===== src/rtl/branch_resolver.sv =====
// In-order branch prediction queue; resolves the oldest entry against execute.
// Optional counters enabled by BRANCH_RESOLVER_STATS_EN.
module branch_resolver #(
    parameter int DEPTH      = 4,
    parameter int ADDR_WIDTH = 32
) (
    input  logic                  clk,
    input  logic                  rst,
    input  logic                  pred_valid,
    input  logic                  pred_taken,
    input  logic [ADDR_WIDTH-1:0] pred_pc,
    input  logic [ADDR_WIDTH-1:0] pred_target,
    output logic                  pred_ready,
    input  logic                  res_valid,
    input  logic                  res_taken,
    input  logic [ADDR_WIDTH-1:0] res_target,
    output logic                  upd_valid,
    output logic                  upd_taken,
    output logic                  mispredict,
    output logic [ADDR_WIDTH-1:0] redirect_pc,
    output logic                  underflow
`ifdef BRANCH_RESOLVER_STATS_EN
    ,
    output logic [31:0]           stat_branches,
    output logic [31:0]           stat_mispredicts
`endif
);

    localparam int PW = $clog2(DEPTH);
    localparam logic [PW:0] FULL = (PW+1)'(DEPTH);

    typedef struct packed {
        logic                  taken;
        logic [ADDR_WIDTH-1:0] pc;
        logic [ADDR_WIDTH-1:0] target;
    } pred_t;

    pred_t         mem [DEPTH];
    pred_t         head;
    logic [PW-1:0] rptr;
    logic [PW-1:0] wptr;
    logic [PW:0]   count;
    logic          empty;
    logic          pop;
    logic          mis;
    logic          push;

    assign head       = mem[rptr];
    assign empty      = (count == '0);
    assign pred_ready = (count < FULL) && !mispredict;
    assign pop        = res_valid && !empty;
    assign mis        = pop && ((head.taken != res_taken) ||
                                (head.taken && (head.target != res_target)));
    assign push       = pred_valid && pred_ready && !mis;

    always_ff @(posedge clk) begin
        if (push) mem[wptr] <= {pred_taken, pred_pc, pred_target};
    end

    always_ff @(posedge clk or negedge rst) begin
        if (!rst) begin
            rptr        <= '0;
            wptr        <= '0;
            count       <= '0;
            upd_valid   <= 1'b0;
            upd_taken   <= 1'b0;
            mispredict  <= 1'b0;
            redirect_pc <= '0;
            underflow   <= 1'b0;
        end else begin
            // A mispredict flushes every younger, wrong-path entry.
            if (mis) begin
                rptr  <= '0;
                wptr  <= '0;
                count <= '0;
            end else begin
                if (pop)  rptr <= rptr + PW'(1);
                if (push) wptr <= wptr + PW'(1);
                if (push && !pop)
                    count <= count + (PW+1)'(1);
                else if (pop && !push)
                    count <= count - (PW+1)'(1);
            end
            upd_valid  <= pop;
            upd_taken  <= pop && res_taken;
            mispredict <= mis;
            if (mis)
                redirect_pc <= res_taken ? res_target
                                         : head.pc + ADDR_WIDTH'(4);
            if (res_valid && empty) underflow <= 1'b1;
        end
    end

`ifdef BRANCH_RESOLVER_STATS_EN
    always_ff @(posedge clk or negedge rst) begin
        if (!rst) begin
            stat_branches    <= '0;
            stat_mispredicts <= '0;
        end else begin
            if (pop && (stat_branches != '1))
                stat_branches <= stat_branches + 32'd1;
            if (mis && (stat_mispredicts != '1))
                stat_mispredicts <= stat_mispredicts + 32'd1;
        end
    end
`endif

endmodule


===== config.mk =====
export PLATFORM = sky130hd
export DESIGN_NAME = branch_resolver
export DESIGN_NICKNAME = d
export VERILOG_FILES = /design/src/rtl/branch_resolver.sv
export SDC_FILE = /design/constraint.sdc
export NUM_CORES = 1
export LEC_CHECK = 0
export BUFFER_PORTS_ARGS = -buffer_cell sky130_fd_sc_hd__buf_2
export CORE_MARGIN = 8
export CORE_UTILIZATION = 55
export CTS_CLUSTER_SIZE = 20
export DETAILED_ROUTE_END_ITERATION = 16
export GPL_ROUTABILITY_DRIVEN = 0
export PLACE_DENSITY = 0.74
export SYNTH_ARGS = -nofsm -noshare
export SYNTH_HDL_FRONTEND = slang
export SYNTH_SLANG_ARGS = --single-unit

===== constraint.sdc =====
create_clock -name clk -period 5.5 [get_ports clk]
set_clock_uncertainty 0.15 [all_clocks]
set_input_delay 0.275 -clock clk [delete_from_list [all_inputs] [get_ports clk]]
set_output_delay 0.275 -clock clk [all_outputs]
set_load 0.05 [all_outputs]

==> flow_summary_export.csv <==
group,metric,value,unit
final_layout,final_cells,1236,
pwr,p_leak,5.38,nW
global_routing,antenna_found_initial,2,
global_routing,grt_start_max_net_pins,64,
synth,yosysTopAreaCell,"edfxtp_1",
final_layout,layout_commonest_cell,"edfxtp_1",
routing,drt-met1-wl,11700,um
hold_path,min_from,"res_target[26]",
routing,routedWlPerCell,23.4,um
pwr,sequentialPowerShare,41.5,%
clock_network,clk_pin_slew_worst_paths,0.06,ns
floorplan,core_area,22600,um2
floorplan,die_y,167,um
synth,synthArstFlopShare,14.2,%
timing,finalSetupTns,0,ns
synth,yosysUniqueCellTypes,51,
final_layout,drive_gt1_share,31.2,%
synth,ys_ff_latch,303,
floorplan,start_util,55.8,%
clock_network,post_cts_buffers,0,
worst_setup_path,slowest_delay,0.91,ns
routing,vias,7203,
timing,fin_crit_sh,85.8,%
outcome,status,"completed",
final_layout,layout_common_cells,"260 x edfxtp_1, 138 x buf_2, 73 x dlygate4sd3_1",
synth,synth_top_cell_area_share,62.0,%
worst_setup_path,cp.arrival,4.77,ns
timing,period_minus_slack,4.72,ns
floorplan,dieArea,28000,um2
clock_network,ctsHoldBuffers,73,
place,dp_cells,1106,
synth,synth_enable_flop_cells,260,
synth,ys_warn_count,0,
worst_setup_path,crit_type,"flop to flop",
global_routing,first_global_vias,7809,
routing,wl_met2,14400,um
worst_setup_path,cp_max_fo,52,
routing,wl_met3,2110,um
floorplan,die_w,167,um
synth,synth_fp_nets,812,
clock_network,cts_resized,0,
floorplan,placement_rows,55,
place,dp_hpwl,19200,um
flow_run,drv_cap,0,
timing,worstMarginPinSlew,1.05,ns
synth,netlist_instances,704,
timing,fmax,212,MHz
routing,drc,0,
routing,vias_per_cell,5.83,
timing,hold_viol,0,
timing,maxSlewViolCount,0,
floorplan,io_pins,139,
clock_network,cts-htree-levels,1,
timing,slew_headroom,30.2,%
synth,synthTopCellsByArea,"edfxtp_1 62%, mux4_2 9.7%, dfrtp_1 8.5%",
clock_network,worst_skew_pair.late_latency,0.54,ns
pwr,p_int,0.00513,W
pwr,p_comb_share,31.1,%
pwr,swShare,33.0,%
synth,yosysSeqAreaShare,70.5,%
final_layout,fin_nets,1035,
hold_path,min_path_type,"input pin to flop",
routing,ant_nets,0,
global_routing,grt_usage,20.5,%
clock_network,cts_buffer_depth,3,
synth,synth_area,12600,um2
clock_network,cts_made_buffers,31,
worst_setup_path,cp-end-kind,"flop",
worst_setup_path,critPathSlowestCell,"dfrtp_4",
routing,drt_iter0_drc,562,
timing,setup_viol,0,
final_layout,area_growth,21.4,%
worst_setup_path,timing.rr.start,"rptr[0]",
routing,top_layer_used,"met5",
global_routing,grt_pass1_wl,44300,um
pwr,p_switching,0.00253,W
pwr,clkPwrFrac,27.3,%
place,numPortBuffers,138,
routing,drt_pass1_iterations,4,
synth,synth_area_per_cell,17.9,um2
final_layout,fillers,1487,
worst_setup_path,crit_start,"rptr[0]",
clock_network,root_buffer,"clkbuf_16",
worst_setup_path,start_kind,"flop",
final_layout,antenna_cells,0,
clock_network,cts_tree,"yes",
routing,routed_wl,29000,um
pwr,power_density,501,nW/um2
pwr,ir_drop,496,uV
global_routing,grt-ovfl-total,0,
timing,rsz0062_at_grt,"no",
synth,synth_flop_cell,"edfxtp_1",
worst_setup_path,path_cells,"mux4_2 -> xor2_1 -> a2111o_1 -> nor4_1 -> nand4_1 -> o22ai_2 -> or2_4 -> and3_2 -> buf_12",
worst_setup_path,cp.required,5.55,ns
clock_network,cts_sinks,303,
metal layers:
metal / GRT usage [%] / vias up
met4: 6.37 / 4
li1: - / 3187
met2: 34.7 / 307
met1: 26.0 / 3644
met3: 4.58 / 61
met5: 0 / -
power groups by stage:
| stage | clock network, W | logic [W] | registers, W |
|---|---|---|---|
| after floorplan | 0 | 0.00148 | 0.00353 |
| after global routing | 0.00221 | 0.00254 | 0.00323 |
| after detailed placement | 0 | 0.00234 | 0.00323 |
| final | 0.00209 | 0.00238 | 0.00318 |
| after global placement | 0 | 0.00231 | 0.00319 |
| after CTS | 0.00212 | 0.00240 | 0.00318 |
worst paths after layout:
| path | to | slack (ns) | cells after the start |
|---|---|---|---|
| worst min register to register | underflow | 0.32 | 1 |
| max in group asynchronous | rptr[1] | 4.14 | 2 |
| worst max register to register | mem[3][49] | 0.78 | 9 |
| worst min-delay path | redirect_pc[26] | 0.02 | 4 |
| min in group asynchronous | underflow | 0.31 | 2 |
| worst max-delay path | mem[3][49] | 0.78 | 9 |
layout make-up:
| cell class | instances | area (um2) | area share, % |
|---|---|---|---|
| inverter | 16 | 60.1 | 0.393 |
| timing repair buffer | 219 | 1530 | 10.0 |
| clock buffer | 35 | 811 | 5.30 |
| multi-input combinational | 356 | 3410 | 22.3 |
| sequential | 303 | 8890 | 58.2 |
| clock inverter | 22 | 225 | 1.47 |
| tap | 285 | 357 | 2.33 |
flip-flops by register name, indices dropped and copies added, names as in the netlist:
register and flops:
count 3, mem 260, mispredict 1, redirect_pc 32, rptr 2, underflow 1, upd_taken 1, upd_valid 1
wptr 2
metrics by stage:
step	area, um2	power [W]	setup slack [ns]	utilization, %	hold slack [ns]
final	15300	0.00766	0.780	67.7	0.0241
after global routing	15300	0.00798	0.516	67.7	0.0133
after CTS	15300	0.00770	0.762	67.7	0.000426
after detailed placement	13500	0.00557	0.780	59.9	0.299
after global placement	13500	0.00550	0.870	59.9	0.292
after floorplan	12600	0.00501	0.947	-	-0.171
kinds of logic (layout without fill, tap and decap cells):
logic type / Yosys count / after routing / share of synthesized area [%]
AO/OA/AOI/OAI: 57 / 57 / 2.89
XOR/XNOR: 58 / 58 / 4.03
adder cells (fa/ha/maj): 6 / 6 / 0.655
buffers and inverters: 45 / 292 / 2.43
flip-flops: 303 / 303 / 70.5
multiplexers: 114 / 114 / 14.8
AND/OR/NAND/NOR: 121 / 121 / 4.68
cells in the mapped netlist (6+ instances only):
| cell type | n |
|---|---|
| nand3_1 | 16 |
| and2_1 | 8 |
| buf_6 | 9 |
| mux4_2 | 54 |
| nor2_1 | 12 |
| dfrtp_1 | 43 |
| edfxtp_1 | 260 |
| mux2i_1 | 24 |
| inv_1 | 14 |
| xor2_1 | 24 |
| buf_4 | 6 |
| clkbuf_1 | 7 |
| mux2_2 | 35 |
| nand2_1 | 52 |
| o21ai_0 | 30 |
| and3_1 | 8 |
| nand4_1 | 8 |
| xnor2_1 | 34 |
worst max-delay path, delay by kind of cell (launching register included):
| kind | cells | cell delay, ns |
|---|---|---|
| AND/OR/NAND/NOR | 4 | 1.56 |
| flip-flops | 1 | 0.91 |
| multiplexers | 1 | 0.60 |
| AO/OA/AOI/OAI | 2 | 0.57 |
| buffers and inverters | 1 | 0.35 |
| XOR/XNOR | 1 | 0.15 |
No activity file was read; power rests on OpenSTA's default activity.
